### config.mk
export PLATFORM = sky130hd
export DESIGN_NAME = pp_hop_wr_flat
export DESIGN_NICKNAME = d
export VERILOG_FILES = /design/src/rtl/pp_hop_wr_pkg.sv /design/src/rtl/pp_hop_wr_if.sv /design/src/rtl/pp_hop_bank_ctl.sv /design/src/rtl/pp_hop_wr.sv /design/src/flat_wrapper.sv
export SDC_FILE = /design/constraint.sdc
export NUM_CORES = 1
export LEC_CHECK = 0
export BUFFER_PORTS_ARGS = -buffer_cell sky130_fd_sc_hd__buf_2
export CAP_MARGIN = 20
export CORE_ASPECT_RATIO = 0.5
export CORE_MARGIN = 2
export CORE_UTILIZATION = 52
export CTS_CLUSTER_DIAMETER = 100
export DETAILED_ROUTE_END_ITERATION = 10
export PLACE_DENSITY = 0.79
export SYNTH_ARGS = -nofsm -noshare
export SYNTH_HDL_FRONTEND = slang
export SYNTH_SLANG_ARGS = --single-unit
### constraint.sdc
create_clock -name clk -period 2.7 [get_ports clk]
set_input_delay 0 -clock clk [delete_from_list [all_inputs] [get_ports clk]]
set_output_delay 0 -clock clk [all_outputs]
set_load 0.05 [all_outputs]
### src/rtl/pp_hop_wr_pkg.sv
// Shared types and widths for the path-parser hop FIFO write side.
package pp_hop_wr_pkg;

  localparam int HOP_INFO_NBITS    = 16;
  localparam int PP_META_RCI_NBITS = 8;

  typedef enum logic [1:0] {
    IDLE  = 2'd0,
    WRITE = 2'd1,
    DRAIN = 2'd2
  } wr_state_t;

endpackage

### src/rtl/pp_hop_wr_if.sv
// Hop stream, ping-pong FIFO bank, parser release, meta and status signals.
interface pp_hop_wr_if
  import pp_hop_wr_pkg::*;
#(
  parameter int HOP_NBITS = HOP_INFO_NBITS,
  parameter int RCI_NBITS = PP_META_RCI_NBITS,
  parameter int CNT_NBITS = 16
) ();

  logic                 hop_in_valid;
  logic                 hop_in_ready;
  logic [HOP_NBITS-1:0] hop_in_data;
  logic                 hop_in_sop;
  logic                 hop_in_eop;
  logic [RCI_NBITS-1:0] hop_in_rci;
  logic                 hop_fifo_wr0;
  logic                 hop_fifo_wr1;
  logic [HOP_NBITS-1:0] hop_fifo_wdata0;
  logic [HOP_NBITS-1:0] hop_fifo_wdata1;
  logic                 hop_fifo_reset0;
  logic                 hop_fifo_reset1;
  logic                 hop_fifo_full0;
  logic                 hop_fifo_full1;
  logic                 hop_fifo_fullm10;
  logic                 hop_fifo_fullm11;
  logic                 parse_done0;
  logic                 parse_done1;
  logic                 pp_meta_valid;
  logic [RCI_NBITS-1:0] pp_meta_rci;
  logic [CNT_NBITS-1:0] orphan_cnt;
  logic [CNT_NBITS-1:0] sop_err_cnt;
  logic [CNT_NBITS-1:0] drop_cnt;

  modport master (
    input  hop_in_valid, hop_in_data, hop_in_sop, hop_in_eop, hop_in_rci,
    input  hop_fifo_full0, hop_fifo_full1, hop_fifo_fullm10, hop_fifo_fullm11,
    input  parse_done0, parse_done1,
    output hop_in_ready,
    output hop_fifo_wr0, hop_fifo_wr1, hop_fifo_wdata0, hop_fifo_wdata1,
    output hop_fifo_reset0, hop_fifo_reset1,
    output pp_meta_valid, pp_meta_rci, orphan_cnt, sop_err_cnt, drop_cnt
  );

  modport slave (
    output hop_in_valid, hop_in_data, hop_in_sop, hop_in_eop, hop_in_rci,
    output hop_fifo_full0, hop_fifo_full1, hop_fifo_fullm10, hop_fifo_fullm11,
    output parse_done0, parse_done1,
    input  hop_in_ready,
    input  hop_fifo_wr0, hop_fifo_wr1, hop_fifo_wdata0, hop_fifo_wdata1,
    input  hop_fifo_reset0, hop_fifo_reset1,
    input  pp_meta_valid, pp_meta_rci, orphan_cnt, sop_err_cnt, drop_cnt
  );

endinterface

### src/rtl/pp_hop_bank_ctl.sv
// Per-bank bookkeeping: busy flag, flush pulse, registered write strobe and
// the effective-full view that accounts for a write already in flight.
module pp_hop_bank_ctl (
  input  logic clk,
  input  logic rst,
  input  logic i_set_busy,
  input  logic i_wr_req,
  input  logic i_parse_done,
  input  logic i_full,
  input  logic i_fullm1,
  output logic o_busy,
  output logic o_wr,
  output logic o_fifo_reset,
  output logic o_eff_full
);

  logic r_busy;
  logic r_wr;
  logic r_reset;

  // Busy set wins over a same-cycle release; a release flushes and cancels the next write
  always_ff @(posedge clk) begin
    if (rst) begin
      r_busy  <= 1'b0;
      r_wr    <= 1'b0;
      r_reset <= 1'b0;
    end else begin
      r_busy  <= i_set_busy | (r_busy & ~i_parse_done);
      r_wr    <= i_wr_req & ~i_parse_done;
      r_reset <= i_parse_done;
    end
  end

  assign o_busy       = r_busy;
  assign o_wr         = r_wr;
  assign o_fifo_reset = r_reset;
  assign o_eff_full   = i_full | (r_wr & i_fullm1);

endmodule

### src/rtl/pp_hop_wr.sv
// Steers per-packet hop streams into alternating FIFO banks, issues one meta
// entry per packet and discards packet tails once the parser releases a bank.
module pp_hop_wr
  import pp_hop_wr_pkg::*;
#(
  parameter int HOP_NBITS = HOP_INFO_NBITS,
  parameter int RCI_NBITS = PP_META_RCI_NBITS,
  parameter int CNT_NBITS = 16
) (
  input  logic        clk,
  input  logic        rst,
  pp_hop_wr_if.master bus
);

  wr_state_t            r_state;
  wr_state_t            w_state_nxt;
  logic                 r_wbank;
  logic                 w_wbank_nxt;
  logic [HOP_NBITS-1:0] r_wdata;
  logic                 r_meta_valid;
  logic [RCI_NBITS-1:0] r_meta_rci;
  logic [CNT_NBITS-1:0] r_orphan_cnt;
  logic [CNT_NBITS-1:0] r_sop_err_cnt;
  logic [CNT_NBITS-1:0] r_drop_cnt;

  logic [1:0] w_busy;
  logic [1:0] w_eff_full;
  logic [1:0] w_wr;
  logic [1:0] w_fifo_reset;
  logic [1:0] w_pd;
  logic [1:0] w_wr_req;
  logic [1:0] w_set_busy;
  logic       w_ready;
  logic       w_acc;
  logic       w_pd_sel;
  logic       w_write;
  logic       w_meta;
  logic       w_orphan;
  logic       w_sop_err;
  logic       w_drop;

  function automatic logic [CNT_NBITS-1:0] sat_inc(input logic [CNT_NBITS-1:0] v,
                                                   input logic en);
    return (en && (v != {CNT_NBITS{1'b1}})) ? v + {{(CNT_NBITS-1){1'b0}}, 1'b1} : v;
  endfunction

  assign w_pd     = {bus.parse_done1, bus.parse_done0};
  assign w_pd_sel = w_pd[r_wbank];
  assign w_ready  = ~rst & ((r_state == DRAIN) |
                    (~w_eff_full[r_wbank] & ((r_state == WRITE) | ~w_busy[r_wbank])));
  assign w_acc    = bus.hop_in_valid & w_ready;

  assign w_wr_req   = {w_write & r_wbank, w_write & ~r_wbank};
  assign w_set_busy = {w_meta & r_wbank, w_meta & ~r_wbank};

  pp_hop_bank_ctl u_bank0 (
    .clk(clk), .rst(rst), .i_set_busy(w_set_busy[0]), .i_wr_req(w_wr_req[0]),
    .i_parse_done(bus.parse_done0), .i_full(bus.hop_fifo_full0),
    .i_fullm1(bus.hop_fifo_fullm10), .o_busy(w_busy[0]), .o_wr(w_wr[0]),
    .o_fifo_reset(w_fifo_reset[0]), .o_eff_full(w_eff_full[0])
  );

  pp_hop_bank_ctl u_bank1 (
    .clk(clk), .rst(rst), .i_set_busy(w_set_busy[1]), .i_wr_req(w_wr_req[1]),
    .i_parse_done(bus.parse_done1), .i_full(bus.hop_fifo_full1),
    .i_fullm1(bus.hop_fifo_fullm11), .o_busy(w_busy[1]), .o_wr(w_wr[1]),
    .o_fifo_reset(w_fifo_reset[1]), .o_eff_full(w_eff_full[1])
  );

  // State and bank pointer register
  always_ff @(posedge clk) begin
    if (rst) begin
      r_state <= IDLE;
      r_wbank <= 1'b0;
    end else begin
      r_state <= w_state_nxt;
      r_wbank <= w_wbank_nxt;
    end
  end

  // Next state and per-beat actions; a release of the active bank diverts the rest to DRAIN
  always_comb begin
    w_state_nxt = r_state;
    w_wbank_nxt = r_wbank;
    w_write     = 1'b0;
    w_meta      = 1'b0;
    w_orphan    = 1'b0;
    w_sop_err   = 1'b0;
    w_drop      = 1'b0;
    case (r_state)
      IDLE: begin
        if (w_acc && bus.hop_in_sop) begin
          w_write = 1'b1;
          w_meta  = 1'b1;
          if (bus.hop_in_eop) begin
            w_wbank_nxt = ~r_wbank;
          end else begin
            w_state_nxt = WRITE;
          end
        end else begin
          w_orphan = w_acc;
        end
      end
      WRITE: begin
        w_sop_err = w_acc & bus.hop_in_sop;
        if (w_pd_sel) begin
          w_drop = w_acc;
          if (w_acc && bus.hop_in_eop) begin
            w_state_nxt = IDLE;
            w_wbank_nxt = ~r_wbank;
          end else begin
            w_state_nxt = DRAIN;
          end
        end else if (w_acc) begin
          w_write = 1'b1;
          if (bus.hop_in_eop) begin
            w_state_nxt = IDLE;
            w_wbank_nxt = ~r_wbank;
          end else begin
            w_state_nxt = WRITE;
          end
        end else begin
          w_state_nxt = WRITE;
        end
      end
      DRAIN: begin
        w_drop = w_acc;
        if (w_acc && bus.hop_in_eop) begin
          w_state_nxt = IDLE;
          w_wbank_nxt = ~r_wbank;
        end else begin
          w_state_nxt = DRAIN;
        end
      end
      default: begin
        w_state_nxt = IDLE;
      end
    endcase
  end

  // Registered beat data, meta entry and saturating status counters
  always_ff @(posedge clk) begin
    if (rst) begin
      r_wdata       <= {HOP_NBITS{1'b0}};
      r_meta_valid  <= 1'b0;
      r_meta_rci    <= {RCI_NBITS{1'b0}};
      r_orphan_cnt  <= {CNT_NBITS{1'b0}};
      r_sop_err_cnt <= {CNT_NBITS{1'b0}};
      r_drop_cnt    <= {CNT_NBITS{1'b0}};
    end else begin
      r_wdata       <= w_acc ? bus.hop_in_data : r_wdata;
      r_meta_valid  <= w_meta;
      r_meta_rci    <= w_meta ? bus.hop_in_rci : r_meta_rci;
      r_orphan_cnt  <= sat_inc(r_orphan_cnt, w_orphan);
      r_sop_err_cnt <= sat_inc(r_sop_err_cnt, w_sop_err);
      r_drop_cnt    <= sat_inc(r_drop_cnt, w_drop);
    end
  end

  assign bus.hop_in_ready    = w_ready;
  assign bus.hop_fifo_wr0    = w_wr[0];
  assign bus.hop_fifo_wr1    = w_wr[1];
  assign bus.hop_fifo_wdata0 = r_wdata;
  assign bus.hop_fifo_wdata1 = r_wdata;
  assign bus.hop_fifo_reset0 = w_fifo_reset[0];
  assign bus.hop_fifo_reset1 = w_fifo_reset[1];
  assign bus.pp_meta_valid   = r_meta_valid;
  assign bus.pp_meta_rci     = r_meta_rci;
  assign bus.orphan_cnt      = r_orphan_cnt;
  assign bus.sop_err_cnt     = r_sop_err_cnt;
  assign bus.drop_cnt        = r_drop_cnt;

endmodule
### src/flat_wrapper.sv
// flat-port wrapper written by rule: the top's interface ports become plain ports
module pp_hop_wr_flat import pp_hop_wr_pkg::*;
#(
  parameter int HOP_NBITS = HOP_INFO_NBITS,
  parameter int RCI_NBITS = PP_META_RCI_NBITS,
  parameter int CNT_NBITS = 16
)
  (clk, rst, bus_hop_in_valid, bus_hop_in_data, bus_hop_in_sop, bus_hop_in_eop, bus_hop_in_rci, bus_hop_fifo_full0, bus_hop_fifo_full1, bus_hop_fifo_fullm10, bus_hop_fifo_fullm11, bus_parse_done0, bus_parse_done1, bus_hop_in_ready, bus_hop_fifo_wr0, bus_hop_fifo_wr1, bus_hop_fifo_wdata0, bus_hop_fifo_wdata1, bus_hop_fifo_reset0, bus_hop_fifo_reset1, bus_pp_meta_valid, bus_pp_meta_rci, bus_orphan_cnt, bus_sop_err_cnt, bus_drop_cnt);
  pp_hop_wr_if #(.HOP_NBITS(HOP_NBITS), .RCI_NBITS(RCI_NBITS), .CNT_NBITS(CNT_NBITS)) bus_i ();
  input  logic clk;
  input  logic rst;
  input wire logic [$bits(bus_i.hop_in_valid)-1:0] bus_hop_in_valid;
  input wire logic [$bits(bus_i.hop_in_data)-1:0] bus_hop_in_data;
  input wire logic [$bits(bus_i.hop_in_sop)-1:0] bus_hop_in_sop;
  input wire logic [$bits(bus_i.hop_in_eop)-1:0] bus_hop_in_eop;
  input wire logic [$bits(bus_i.hop_in_rci)-1:0] bus_hop_in_rci;
  input wire logic [$bits(bus_i.hop_fifo_full0)-1:0] bus_hop_fifo_full0;
  input wire logic [$bits(bus_i.hop_fifo_full1)-1:0] bus_hop_fifo_full1;
  input wire logic [$bits(bus_i.hop_fifo_fullm10)-1:0] bus_hop_fifo_fullm10;
  input wire logic [$bits(bus_i.hop_fifo_fullm11)-1:0] bus_hop_fifo_fullm11;
  input wire logic [$bits(bus_i.parse_done0)-1:0] bus_parse_done0;
  input wire logic [$bits(bus_i.parse_done1)-1:0] bus_parse_done1;
  output wire logic [$bits(bus_i.hop_in_ready)-1:0] bus_hop_in_ready;
  output wire logic [$bits(bus_i.hop_fifo_wr0)-1:0] bus_hop_fifo_wr0;
  output wire logic [$bits(bus_i.hop_fifo_wr1)-1:0] bus_hop_fifo_wr1;
  output wire logic [$bits(bus_i.hop_fifo_wdata0)-1:0] bus_hop_fifo_wdata0;
  output wire logic [$bits(bus_i.hop_fifo_wdata1)-1:0] bus_hop_fifo_wdata1;
  output wire logic [$bits(bus_i.hop_fifo_reset0)-1:0] bus_hop_fifo_reset0;
  output wire logic [$bits(bus_i.hop_fifo_reset1)-1:0] bus_hop_fifo_reset1;
  output wire logic [$bits(bus_i.pp_meta_valid)-1:0] bus_pp_meta_valid;
  output wire logic [$bits(bus_i.pp_meta_rci)-1:0] bus_pp_meta_rci;
  output wire logic [$bits(bus_i.orphan_cnt)-1:0] bus_orphan_cnt;
  output wire logic [$bits(bus_i.sop_err_cnt)-1:0] bus_sop_err_cnt;
  output wire logic [$bits(bus_i.drop_cnt)-1:0] bus_drop_cnt;
  assign bus_i.hop_in_valid = bus_hop_in_valid;
  assign bus_i.hop_in_data = bus_hop_in_data;
  assign bus_i.hop_in_sop = bus_hop_in_sop;
  assign bus_i.hop_in_eop = bus_hop_in_eop;
  assign bus_i.hop_in_rci = bus_hop_in_rci;
  assign bus_i.hop_fifo_full0 = bus_hop_fifo_full0;
  assign bus_i.hop_fifo_full1 = bus_hop_fifo_full1;
  assign bus_i.hop_fifo_fullm10 = bus_hop_fifo_fullm10;
  assign bus_i.hop_fifo_fullm11 = bus_hop_fifo_fullm11;
  assign bus_i.parse_done0 = bus_parse_done0;
  assign bus_i.parse_done1 = bus_parse_done1;
  assign bus_hop_in_ready = bus_i.hop_in_ready;
  assign bus_hop_fifo_wr0 = bus_i.hop_fifo_wr0;
  assign bus_hop_fifo_wr1 = bus_i.hop_fifo_wr1;
  assign bus_hop_fifo_wdata0 = bus_i.hop_fifo_wdata0;
  assign bus_hop_fifo_wdata1 = bus_i.hop_fifo_wdata1;
  assign bus_hop_fifo_reset0 = bus_i.hop_fifo_reset0;
  assign bus_hop_fifo_reset1 = bus_i.hop_fifo_reset1;
  assign bus_pp_meta_valid = bus_i.pp_meta_valid;
  assign bus_pp_meta_rci = bus_i.pp_meta_rci;
  assign bus_orphan_cnt = bus_i.orphan_cnt;
  assign bus_sop_err_cnt = bus_i.sop_err_cnt;
  assign bus_drop_cnt = bus_i.drop_cnt;
  pp_hop_wr #(.HOP_NBITS(HOP_NBITS), .RCI_NBITS(RCI_NBITS), .CNT_NBITS(CNT_NBITS)) u_core (.clk(clk), .rst(rst), .bus(bus_i));
endmodule
==> metrics <==
R2R depth 8; final hold violations 0; HP Class input port to flip-flop; top cells by area, synth dfxtp_1, o31ai_1, or4_1, nand2_1, a21oi_1; clock root buffer clkbuf_16; gr ovfl total 0; dpl ws 0.3275 ns; Critical R2R Launch u_core.r_state[1]$_SDFFE_PP0P_; Area Growth Syn to Fin 26.50%; placed cell count between 600 and 700; Post-Syn Area roughly 4200 sq um; Hold Crit Start bus_hop_in_eop; DIE AREA about 9000 sq um; RSZ-0062 raised after global routing no; multiplexer share of the synthesized area 0.05079; HPWL Detailed between 6 and 7 mm; Setup crit end kind flip-flop; worst path arrival time 2.65 ns; row count 23; register area share after synthesis 0.3920; Leak about 2.3 nW; flop2flop setup slack 0.31 ns; maximum number of pins on one net before global-route repair 69; first-pass GRT wire length around 16 mm; Core Region between 7000 and 8000 sq um; Synth area leader dfxtp_1; Post-Syn Area per Cell around 8.5 sq um; final worst slack about 0.31 ns; number of synthesized flops with an enable pin 0; Main synth FF type dfxtp_1; Die H about 67 um; simple-gate area share of the yosys netlist 0.2647; die width 130.9 um; post-synthesis adder-cell area fraction 0.02091; non-filler cells, final ~740; pwr dens 625.3 nW/um^2; Hold-fix buffers, CTS 26; Clock Skew slightly below 0.005 ns; antenna violations before repair 0; commonest cells after routing, fill and taps aside buf_2, dfxtp_1, nand2_1; Iter 0 DRT Violations between 200 and 300; CTS Buf Count 9; share of cells above drive strength 1 0.2644; vias in the first global route ~3,400; Final setup violation count 0; DRT Wirelength ~10 mm; Slew @ Worst Pin between 0.8 and 0.9 ns; Detail Route Antenna Nets 0; Syn Inst Count approximately 490; Slew Limit Fails 0; most common cell after layout, fill and taps aside buf_2; CP required slightly below 3 ns; fmax approximately 420 MHz; Yosys top cell area share 0.3920; I/O pins approximately 130; Crit Path Max Fanout 29; Routed WL per cell roughly 14 um; Synth Area in XOR/XNOR 0; maxcap violations 0; YS warnings 0; Slew HR 0.4372; status finished clean; CTS Buffer Depth 2; post-CTS sizing 0; Worst setup endpoint u_core.bus.sop_err_cnt[8]$_SDFFE_PP0P_; via count between 4,000 and 5,000; clock latency reported for the late side of the worst-skew pair 0.34 ns; Nets approximately 660; Critical Path Start u_core.r_state[1]$_SDFFE_PP0P_; CTS tree done; #FFs+latches synth 82; Critical R2R Capture u_core.bus.sop_err_cnt[8]$_SDFFE_PP0P_; CTS clk-pin slew, worst paths about 0.05 ns; n_diodes 0; Max VDD drop around 0.35 mV; critical path startpoint category flip-flop; largest family of logic cells by synthesized area simple AND/OR/NAND/NOR gates; Synth Net Count 533; Placer Congestion 0.8188; filler instances approximately 630; Sink Count a little over 80; H-tree depth 3; Port Buf Inserts ~130; fin crit period 2.389 ns; Vias/cell about 5.6; CP Class flip-flop to flip-flop; DRC 0; Synth async-reset ratio 0; setup TNS 0 ns; Synth Area in Compound Gates 0.1846; GR Util All Layers 0.2285; Starting Density 0.5292; First-pass DRT Iterations 4; buffers inserted by post-CTS timing repair 0; fin crit share 0.8849; synth unique cells 60
## registers in the layout, indices dropped and copies added (netlist names)
| signal | flops |
|---|---|
| u_core.bus.drop_cnt | 16 |
| u_core.u_bank0.o_fifo_reset | 1 |
| u_core.u_bank0.o_busy | 1 |
| u_core.u_bank0.o_wr | 1 |
| u_core.r_wbank | 1 |
| u_core.r_state | 2 |
| u_core.bus.hop_fifo_wdata0 | 16 |
| u_core.u_bank1.o_busy | 1 |
| u_core.bus.pp_meta_valid | 1 |
| u_core.bus.sop_err_cnt | 16 |
| u_core.bus.orphan_cnt | 16 |
| u_core.u_bank1.o_fifo_reset | 1 |
| u_core.u_bank1.o_wr | 1 |
| u_core.bus.pp_meta_rci | 8 |
## report_power, final
group / internal, W / switching [W]
logic: 0.000258 / 0.000619
clock network: 0.000658 / 0.000453
registers: 0.00127 / 0.0000528
total: 0.00219 / 0.00112
## synthesized netlist by cell type, types with 8 or more instances
master	instances
buf_2	12
a21oi_1	38
dfxtp_1	82
mux2_1	9
nand3_1	32
buf_4	21
nor2_1	32
nor4_1	9
inv_1	18
or4_1	29
nand2_1	57
o31ai_1	29
nor2b_1	8
mux2i_1	10
nand4_1	11
clkbuf_1	8
## worst max-delay path, stage by stage, from the launching register on
cell and delay (ns):
dfxtp_1 0.33, inv_1 0.08, ha_1 0.30, nand2b_1 0.17, and4b_4 0.30, o211ai_4 0.26, buf_4 0.26, or4_1 0.46
a21oi_1 0.14
## final cells by class
cell class | count | area [sq um] | area share
clock buffer | 13 | 260.3 | 0.04913
timing repair buffer | 167 | 998.5 | 0.1885
tap | 112 | 140.1 | 0.02645
sequential | 82 | 1642 | 0.3099
inverter | 19 | 71.32 | 0.01346
multi-input combinational | 343 | 2186 | 0.4126
## through the flow
stage	total power, W	utilization	cell area [sq um]	hold slack (ns)
after CTS	0.003332	0.6694	5298	0.04450
after detailed placement	0.002189	0.6036	4777	0.1853
final	0.003313	0.6694	5298	0.06176
after global placement	0.002176	0.6036	4777	0.1827
after global routing	0.003462	0.6694	5298	0.06068
after floorplan	0.002052	-	4188	0.07708
## routing by layer
layer  wire (um)  vias up  track usage
li1            -     2063            -
met1        4746     1887       0.2920
met2        4627      133       0.3652
met3         644       13      0.07924
met4         138        0      0.07713
met5           0        -            0
## worst min path at each step
stage,end,slack [ns],cells after the start
5_1_grt,u_core.r_state[0]$_SDFFE_PP0P_,0.06,3
4_1_cts,u_core.r_state[0]$_SDFFE_PP0P_,0.04,3
6_report,u_core.r_state[0]$_SDFFE_PP0P_,0.06,3
2_1_floorplan,u_core.u_bank0.o_wr$_SDFF_PP0_,0.08,1
3_3_place_gp,u_core.bus.hop_fifo_wdata0[13]$_SDFFE_PP0N_,0.18,3
3_5_place_dp,u_core.bus.hop_fifo_wdata0[10]$_SDFFE_PP0N_,0.19,3
## logic make-up (layout without fill, tap and decap cells)
kind of cell | count (synthesis) | count (layout)
AOI/OAI and AO/OA | 108 | 108
adders and majority gates | 7 | 7
buffers and inverters | 66 | 199
DFF | 82 | 82
muxes | 20 | 20
and+or+nand+nor | 208 | 208
Power figures use the tool's default switching activity.
